File: config.mk
export PLATFORM = sky130hd
export DESIGN_NAME = bm_calc_out
export DESIGN_NICKNAME = d
export VERILOG_FILES = /design/src/rtl/bm_calc_out.sv
export SDC_FILE = /design/constraint.sdc
export NUM_CORES = 1
export LEC_CHECK = 0
export ABC_AREA = 1
export BUFFER_PORTS_ARGS = -buffer_cell sky130_fd_sc_hd__buf_4
export CORE_MARGIN = 4
export CORE_UTILIZATION = 46
export CTS_BUF_LIST = sky130_fd_sc_hd__clkbuf_8
export DETAILED_ROUTE_END_ITERATION = 10
export MAX_ROUTING_LAYER = met4
export PLACE_DENSITY = 0.75
export SYNTH_ARGS = -nofsm -noshare
export SYNTH_HDL_FRONTEND = slang
export SYNTH_SLANG_ARGS = --single-unit
File: constraint.sdc
create_clock -name clk -period 2.1 [get_ports clk]
set_input_delay 0.315 -clock clk [delete_from_list [all_inputs] [get_ports clk]]
set_output_delay 0.315 -clock clk [all_outputs]
set_load 0.01 [all_outputs]
File: src/rtl/bm_calc_out.sv
// bm_calc_out: output formatter for the block-matching pipeline.
// Applies the uniqueness reject (min1 * 1024 > uni_thr * min2), forwards
// intermediate {min,disp} records on non-final disparity phases and packs
// PACK {disp,frac} lanes per OBUF2 word on the final phase, flushing any
// partial word at end of line.
// Optional feature macro: BM_CALC_OUT_COORD_EN adds obuf2_x / obuf2_y, the
// pixel/line coordinates of lane 0 of each emitted OBUF2 word.
module bm_calc_out #(
    parameter int SAD_W  = 16,
    parameter int DISP_W = 8,
    parameter int FRAC_W = 8,
    parameter int PACK   = 4
) (
    input  logic                                  clk,
    input  logic                                  rst_n,
    input  logic                                  start,
    input  logic                                  last_dphase,
    input  logic                                  last_line,
    input  logic                                  uni_enb,
    input  logic                                  uni_mode,
    input  logic [9:0]                            uni_thr,
    input  logic                                  vin,
    input  logic                                  upd,
    input  logic [SAD_W-1:0]                      min1,
    input  logic [SAD_W-1:0]                      min2,
    input  logic [DISP_W-1:0]                     disp1,
    input  logic [DISP_W-1:0]                     disp2,
    input  logic [FRAC_W-1:0]                     frac,
    input  logic [FRAC_W-1:0]                     frac_upd,
    output logic                                  obuf_wr,
    output logic [2+2*(DISP_W+FRAC_W+SAD_W)-1:0]  obuf_wrdata,
    output logic                                  obuf2_wr,
    output logic [PACK*(DISP_W+FRAC_W)-1:0]       obuf2_wrdata,
    output logic [$clog2(PACK):0]                 obuf2_cnt,
    output logic                                  line_end,
    output logic [9:0]                            hcnt,
`ifdef BM_CALC_OUT_COORD_EN
    output logic [9:0]                            obuf2_x,
    output logic [8:0]                            obuf2_y,
`endif
    output logic [8:0]                            vcnt
);

    localparam int LANE_W = DISP_W + FRAC_W;
    localparam int P_W    = SAD_W + 10;
    localparam int IDX_W  = (PACK > 1) ? $clog2(PACK) : 1;
    localparam int CNT_W  = $clog2(PACK) + 1;

    logic                  vin_s1, ld_s1, ll_s1, uni_enb_s1, uni_mode_s1, upd_s1;
    logic [SAD_W-1:0]      min1_s1, min2_s1;
    logic [DISP_W-1:0]     disp1_s1, disp2_s1;
    logic [FRAC_W-1:0]     frac_s1, frac_upd_s1;
    logic [P_W-1:0]        p1_s1, p2_s1;

    logic                  eol, act, fin_beat, nfin_beat, grp_done;
    logic [FRAC_W-1:0]     frac_sel, frac_m;
    logic [DISP_W-1:0]     disp_m;
    logic [PACK-1:0][LANE_W-1:0] acc, word_nxt;
    logic [IDX_W-1:0]      idx;
    logic                  le_ld, le_ll;
    logic [9:0]            hcnt_base;
`ifdef BM_CALC_OUT_COORD_EN
    logic [9:0]            x0;
`endif

    // S1: register every input and precompute both sides of the uniqueness compare
    always_ff @(posedge clk or negedge rst_n) begin
        if (!rst_n) begin
            vin_s1      <= 1'b0;
            ld_s1       <= 1'b0;
            ll_s1       <= 1'b0;
            uni_enb_s1  <= 1'b0;
            uni_mode_s1 <= 1'b0;
            upd_s1      <= 1'b0;
            min1_s1     <= '0;
            min2_s1     <= '0;
            disp1_s1    <= '0;
            disp2_s1    <= '0;
            frac_s1     <= '0;
            frac_upd_s1 <= '0;
            p1_s1       <= '0;
            p2_s1       <= '0;
        end else begin
            vin_s1      <= vin & ~start;
            ld_s1       <= last_dphase;
            ll_s1       <= last_line;
            uni_enb_s1  <= uni_enb;
            uni_mode_s1 <= uni_mode;
            upd_s1      <= upd;
            min1_s1     <= min1;
            min2_s1     <= min2;
            disp1_s1    <= disp1;
            disp2_s1    <= disp2;
            frac_s1     <= frac;
            frac_upd_s1 <= frac_upd;
            p1_s1       <= {min1, 10'b0};
            p2_s1       <= P_W'(uni_thr) * P_W'(min2);
        end
    end

    // S2 combinational: end-of-line detect, fraction select, reject mask, lane insert
    always_comb begin
        eol       = vin_s1 & ~vin;
        fin_beat  = vin_s1 & ld_s1;
        nfin_beat = vin_s1 & ~ld_s1;
        frac_sel  = upd_s1 ? frac_upd_s1 : frac_s1;
        act       = uni_enb_s1 & ld_s1 & (p1_s1 > p2_s1);
        disp_m    = act ? {DISP_W{uni_mode_s1}} : disp1_s1;
        frac_m    = act ? {FRAC_W{uni_mode_s1}} : frac_sel;
        grp_done  = (idx == IDX_W'(PACK - 1)) | eol;
        hcnt_base = line_end ? 10'd0 : hcnt;
        word_nxt  = acc;
        for (int k = 0; k < PACK; k++) begin
            if (IDX_W'(k) == idx)
                word_nxt[k] = {disp_m, frac_m};
        end
    end

    // S2: write strobes, packing state and pixel/line counters; start wins over beats
    always_ff @(posedge clk or negedge rst_n) begin
        if (!rst_n) begin
            obuf_wr      <= 1'b0;
            obuf_wrdata  <= '0;
            obuf2_wr     <= 1'b0;
            obuf2_wrdata <= '0;
            obuf2_cnt    <= '0;
            line_end     <= 1'b0;
            le_ld        <= 1'b0;
            le_ll        <= 1'b0;
            acc          <= '0;
            idx          <= '0;
            hcnt         <= '0;
            vcnt         <= '0;
`ifdef BM_CALC_OUT_COORD_EN
            x0           <= '0;
            obuf2_x      <= '0;
            obuf2_y      <= '0;
`endif
        end else if (start) begin
            obuf_wr  <= 1'b0;
            obuf2_wr <= 1'b0;
            line_end <= 1'b0;
            acc      <= '0;
            idx      <= '0;
            hcnt     <= '0;
            vcnt     <= '0;
`ifdef BM_CALC_OUT_COORD_EN
            x0       <= '0;
`endif
        end else begin
            obuf_wr  <= nfin_beat;
            if (nfin_beat)
                obuf_wrdata <= {ld_s1, ll_s1, disp1_s1, frac_sel, min1_s1,
                                disp2_s1, {FRAC_W{1'b0}}, min2_s1};
            line_end <= eol;
            le_ld    <= ld_s1;
            le_ll    <= ll_s1;
            obuf2_wr <= fin_beat & grp_done;
            if (fin_beat) begin
                if (grp_done) begin
                    obuf2_wrdata <= word_nxt;
                    obuf2_cnt    <= CNT_W'(idx) + CNT_W'(1);
                    acc          <= '0;
                    idx          <= '0;
`ifdef BM_CALC_OUT_COORD_EN
                    obuf2_x      <= (idx == '0) ? hcnt_base : x0;
                    obuf2_y      <= vcnt;
`endif
                end else begin
                    acc <= word_nxt;
                    idx <= idx + 1'b1;
                end
`ifdef BM_CALC_OUT_COORD_EN
                if (idx == '0)
                    x0 <= hcnt_base;
`endif
            end
            // A line's count is visible for one cycle, then clears on line_end
            if (fin_beat)
                hcnt <= hcnt_base + 10'd1;
            else if (line_end || nfin_beat)
                hcnt <= '0;
            if (line_end)
                vcnt <= (le_ld && !le_ll) ? vcnt + 9'd1 : 9'd0;
            else if (nfin_beat)
                vcnt <= '0;
        end
    end

endmodule

==> results of run 1 <==
[cells in the mapped netlist (all sizes together), types with 23 or more instances]
cell,number,area (um^2)
dfrtp,311,7780
buf,51,340
nand2,696,2710
o21ai,53,273
nor2,55,234
inv,292,1100
nand3,197,1230
clkbuf,57,214
or2,48,300
fa,110,2200
nand4,23,144
a21oi,42,221
ha,83,1040
[through the flow]
step                      setup TNS [ps]  cell area [um^2]
after global routing              -49320             27300
after CTS                         -32130             25600
after detailed placement          -54560             21800
after global placement            -52780             21800
after floorplan                   -42920             19000
[layer usage]
| layer | global-route usage, % |
|---|---|
| met4 | 8.97 |
| met1 | 32.0 |
| met3 | 4.70 |
| met2 | 43.9 |
| met5 | - |
[timing repair]
item / CTS / global route
pin swaps: 144 / 167
setup endpoints to repair: 122 / 134
setup buffers: 33 / 34
gates resized for setup: 296 / 293
hold buffers: 72 / 0
hold endpoints to repair: 180 / 0
gates cloned: 9 / 9
[cell families after synthesis]
family | count (synthesis) | synth area share (%)
DFF | 311 | 42.5
and+or+nand+nor | 1035 | 25.7
adders and majority gates | 193 | 17.7
xor gates and xnor gates | 24 | 1.15
buffers and inverters | 401 | 9.03
other | 1 | 0.0205
muxes | 8 | 0.492
AOI/OAI and AO/OA | 113 | 3.42
==> summary.txt, run 1 <==
Place
  • Placement Setup Slack: -2660 ps
  • GP Congestion: roughly 0.92
  • IO Port Bufs: between 200 and 250
  • DPL Wire Length: between 30,000 and 40,000 um
  • Placed cells: approximately 2,900

Timing
  • Worst endpoint type: register data pin
  • Worst_ep grt: p2_s1[22]$_DFF_PN0_/D

Synthesis
  • Syn avg cell area: just under 9 um^2
  • Register area share after synthesis: 42.5%
  • Distinct cell type count of the synthesized netlist: 44
  • Post-synth ARST share: 100%
  • Seq cells post-synth: 311
  • Commonest register cell after synthesis: dfrtp_1
  • Cells after Synth: 2,086
  • EDFF count, synth: 0
  • Yosys warns: 0
  • Post-Syn Area: between 15,000 and 20,000 um^2

Global route
  • First-pass GRT wire length: 89,200 um
  • Number of global-route vias before repair: approximately 17,000
  • Initial antenna violation count: 0
  • Largest net degree at the start of global routing: between 70 and 80
  • Grt ovf: 0
  • Total Routing Usage GR: about a quarter

CTS
  • Clock sink count: between 300 and 400
  • CTS root buf: clkbuf_8
  • TritonCTS buffer count: 54
  • Worst-case clock buffer depth: 3
  • H-tree levels: 2

Run status
  • Log Error: [ERROR DRT-0255] Maze Route cannot find path of net clk in worker of routeBox ( 193200 0 ) ( 207610 48300 ).
  • Stopped at: 5_2_route
  • Status: did not finish

Die
  • Initial Utilization: 47.0%
  • # IOs: approximately 240
  • Die Span Y: slightly above 200 um
  • Die X: roughly 210 um
  • Cell row count: 72
==> run 2: changes to the inputs <==
- CORE_UTILIZATION: 46 -> 31
- CTS_BUF_LIST: sky130_fd_sc_hd__clkbuf_8 -> default
- MAX_ROUTING_LAYER: met4 -> default
- PLACE_DENSITY: 0.75 -> default
- PLACE_DENSITY_LB_ADDON: default -> 0.15
==> run 2 against run 1 <==
The flow now finishes, with violations (setup timing); global-route usage fell by 7.7 points; area after synthesis unchanged; synthesized cell count is the same.
==> summary.txt, run 2 <==
Routing
  • Via density: about 4.6
  • Via count: about 15,000
  • Routed Antenna Nets: 0
  • Post-Route WL: ~58,000 um
  • Initial DRC count: 823
  • Drt first pass iters: 5
  • Residual DRC: 0
  • DR WL/cell: 17.4 um

Synthesis
  • Seq cells post-synth: 311 (unchanged)
  • Register area share after synthesis: 42.5% (unchanged)
  • Distinct cell type count of the synthesized netlist: 44 (unchanged)
  • Syn avg cell area: 8.79 um^2 (unchanged)
  • Yosys warns: 0 (unchanged)
  • Synth top area cells: dfrtp_1 (42%), nand2_1 (14%), fa_1 (12%), inv_1 (5.8%), ha_1 (5.7%)
  • Commonest register cell after synthesis: dfrtp_1
  • Top-count cell post-synth: nand2_1
  • Post-synth ARST share: 100% (unchanged)
  • Post-Syn Area: 18,300 um^2 (unchanged)
  • Synth top cells by count: nand2_1 (682), dfrtp_1 (311), inv_1 (285)
  • EDFF count, synth: 0 (unchanged)
  • Cells after Synth: 2,086 (unchanged)
  • Synth top area share: 42.5% (unchanged)
  • Leading area contributor after synthesis: dfrtp_1

Critical path
  • Setup CP Type: primary input to flop
  • CP startpoint kind: primary input
  • Top delay family on crit path: adder cells
  • CP endpoint kind: flop
  • Critical-path maximum fanout: 7
  • CP peak stage delay: between 500 and 600 ps
  • Worst EP required: between 2000 and 3000 ps
  • Worst path slowest cell: fa_1
  • Crit-path cells: buf_12 > buf_8 > nand2_2 > inv_2 > fa_1 > fa_1 > fa_1 > fa_1 > inv_2 > fa_1 > inv_2 > ha_4 > buf_6 > nand2_4 > nand2_4 > inv_4 > o21ai_4 > a21o_1 > o21bai_4 > nand2_2 > nand2_1 > nand2_1 > nand2_1
  • Worst reg2reg startpoint: p1_s1[14]
  • Beginning of the critical path: uni_thr[9]
  • Crit path buf inv count: 7
  • Most frequent CP cell: fa_1
  • Arrival time worst endpoint: roughly 4400 ps

Timing
  • Setup ws final: -1880 ps
  • Number of pins with negative max-slew slack in the final report: 0
  • Final setup vio count: 87
  • Fmax achieved: between 0.2 and 0.3 GHz
  • Min Tclk post-route: ~4000 ps
  • Final Hold Viols: 0
  • Tcrit/Tclk final: 190%
  • Slew margin rel.: roughly 61%
  • Worst clock skew: around 23 ps
  • Unrepaired setup endpoints after global routing: true
  • Least-Margin Pin Slew: 586 ps

Die
  • Total die area: approximately 63,000 um^2
  • Core area: 58,100 um^2
  • Cell row count: 88 (+22%)
  • Die Span Y: 251 um (+21%)
  • Initial Utilization: 31.5% (-15 points)
  • # IOs: 238 (unchanged)
  • Die X: 251 um (+21%)

Place
  • GP Congestion: 0.854 (-7.6%)
  • DPL Wire Length: 40,500 um (+10%)
  • Placement Setup Slack: -2680 ps (-21.1 ps)
  • IO Port Bufs: 229 (unchanged)
  • Dpl cell area: 22,200 um^2 (+1.7%)

CTS
  • CTS tree: yes
  • Clock transition at path regs: ~60 ps
  • Worst-case clock buffer depth: 3 (unchanged)
  • CTS root buf: clkbuf_16
  • H-tree levels: 2 (unchanged)
  • Clk_lat worst skew: 570 ps
  • Clock sink count: 311 (unchanged)
  • TritonCTS buffer count: 41 (-24%)

Cells and area
  • Area grow syn2layout: 51.6%
  • Most common cell after layout, fill and taps aside: nand2_1
  • Diodes inserted: 0
  • Final instance area: approximately 28,000 um^2
  • Final nets: ~2,800
  • Leading cell types in the layout, fill and taps excluded: nand2_1 (599), buf_4 (351), dfrtp_1 (308), inv_1 (242), nand3_2 (127)
  • Largest regs: acc (64), obuf2_wrdata (64), obuf_wrdata (58)
  • Ratio of cells with drive above 1 in the final layout: 39.8%

Global route
  • Total Routing Usage GR: 18.3% (-7.7 points)
  • Largest net degree at the start of global routing: 67 (-6.9%)
  • Initial antenna violation count: 1 (+1)
  • Grt ovf: 0 (unchanged)
  • First-pass GRT wire length: 92,500 um (+3.7%)
  • Number of global-route vias before repair: 16,300 (-2.6%)

Power and ir drop
  • PD cells: between 1000 and 1500 nW/um^2
  • Pleak: around 14 nW
  • Maximum vdd drop: between 1 and 1.5 mV

Min path
  • HP Class: primary input to flop
  • Hold path start: min2[1]

Run status
  • Status: finished, violations left
  • Violated checks: setup timing

Flow run
  • Maxcap violations: 0
## run 2: cell counts after synthesis
No cell type changed its count.
## run 2: per-stage QoR
stage,utilization [%],power (W),TNS [ps],std cells,hold WS [ps]
finish,47.8,0.0363,-37960,3346,72.5
global route,47.8,0.0388,-49700,3346,48.7
CTS,45.6,0.0337,-41410,3321,13.1
detailed placement,38.2,0.0220,-54120,3128,254
global placement,38.2,0.0220,-52460,3128,255
floorplan,-,0.0160,-42920,2093,19.4
## run 2: layout make-up
type                       instances  area (um^2)
sequential                       311         7790
tap                              765          957
clock buffer                      56         1170
multi-input combinational       1383        11500
timing repair buffer             520         4990
clock inverter                    18          280
fill                            5411        30400
inverter                         293         1110
## run 2: worst register-to-register path, delay by kind of cell, from the launching register on
family | cells | cell delay (ps)
compound gates | 1 | 70
simple gates | 8 | 850
buf+inv | 3 | 460
fa+ha+maj | 1 | 310
flops | 1 | 410
## run 2: path summary, 6_finish.rpt
| check | endpoint | slack [ps] | depth (start not counted) |
|---|---|---|---|
| hold reg to reg | obuf_wrdata[13] | 430 | 2 |
| min in group asynchronous | hcnt[7] | 240 | 2 |
| max in group asynchronous | p1_s1[17] | 1090 | 3 |
| hold / removal | min2_s1[1] | 70 | 2 |
| setup / recovery | p2_s1[20] | -1880 | 23 |
| setup reg to reg | obuf2_wrdata[42] | -90 | 13 |
## run 2: cells by family (layout without fill, tap and decap cells)
kind of cell | count (synthesis) | after routing | share of synthesized area [%]
AO/OA/AOI/OAI | 113 | 113 | 3.42
XOR/XNOR | 24 | 24 | 1.15
adder cells (fa/ha/maj) | 193 | 193 | 17.7
buffers and inverters | 401 | 887 | 9.03
flip-flops | 311 | 311 | 42.5
multiplexers | 8 | 8 | 0.492
other | 1 | 8 | 0.0205
AND/OR/NAND/NOR | 1035 | 1037 | 25.7
## run 2: repair_timing
item                       in CTS  in global routing
pin swaps                     120                182
hold endpoints to repair      103                  1
cloned                         11                  4
gates resized for setup       335                240
setup endpoints to repair     125                134
setup buffers                  42                 31
hold buffers                   67                  1
## run 2: metal layers
metal	wire length (um)	vias up	global-route usage, %
met3	2190	85	2.75
met4	1550	0	5.18
met5	0	-	0
met2	29600	277	31.9
li1	-	7365	-
met1	25000	7628	23.9
## run 2: where the power goes
part	leakage, nW	switching [W]	total [W]	internal, W
Sequential	4.03	0.000311	0.00701	0.00670
Clock	0.705	0.00285	0.00752	0.00467
Combinational	9.26	0.0110	0.0218	0.0108
Total	14.0	0.0142	0.0363	0.0221
(Power assumes the default switching activity.)
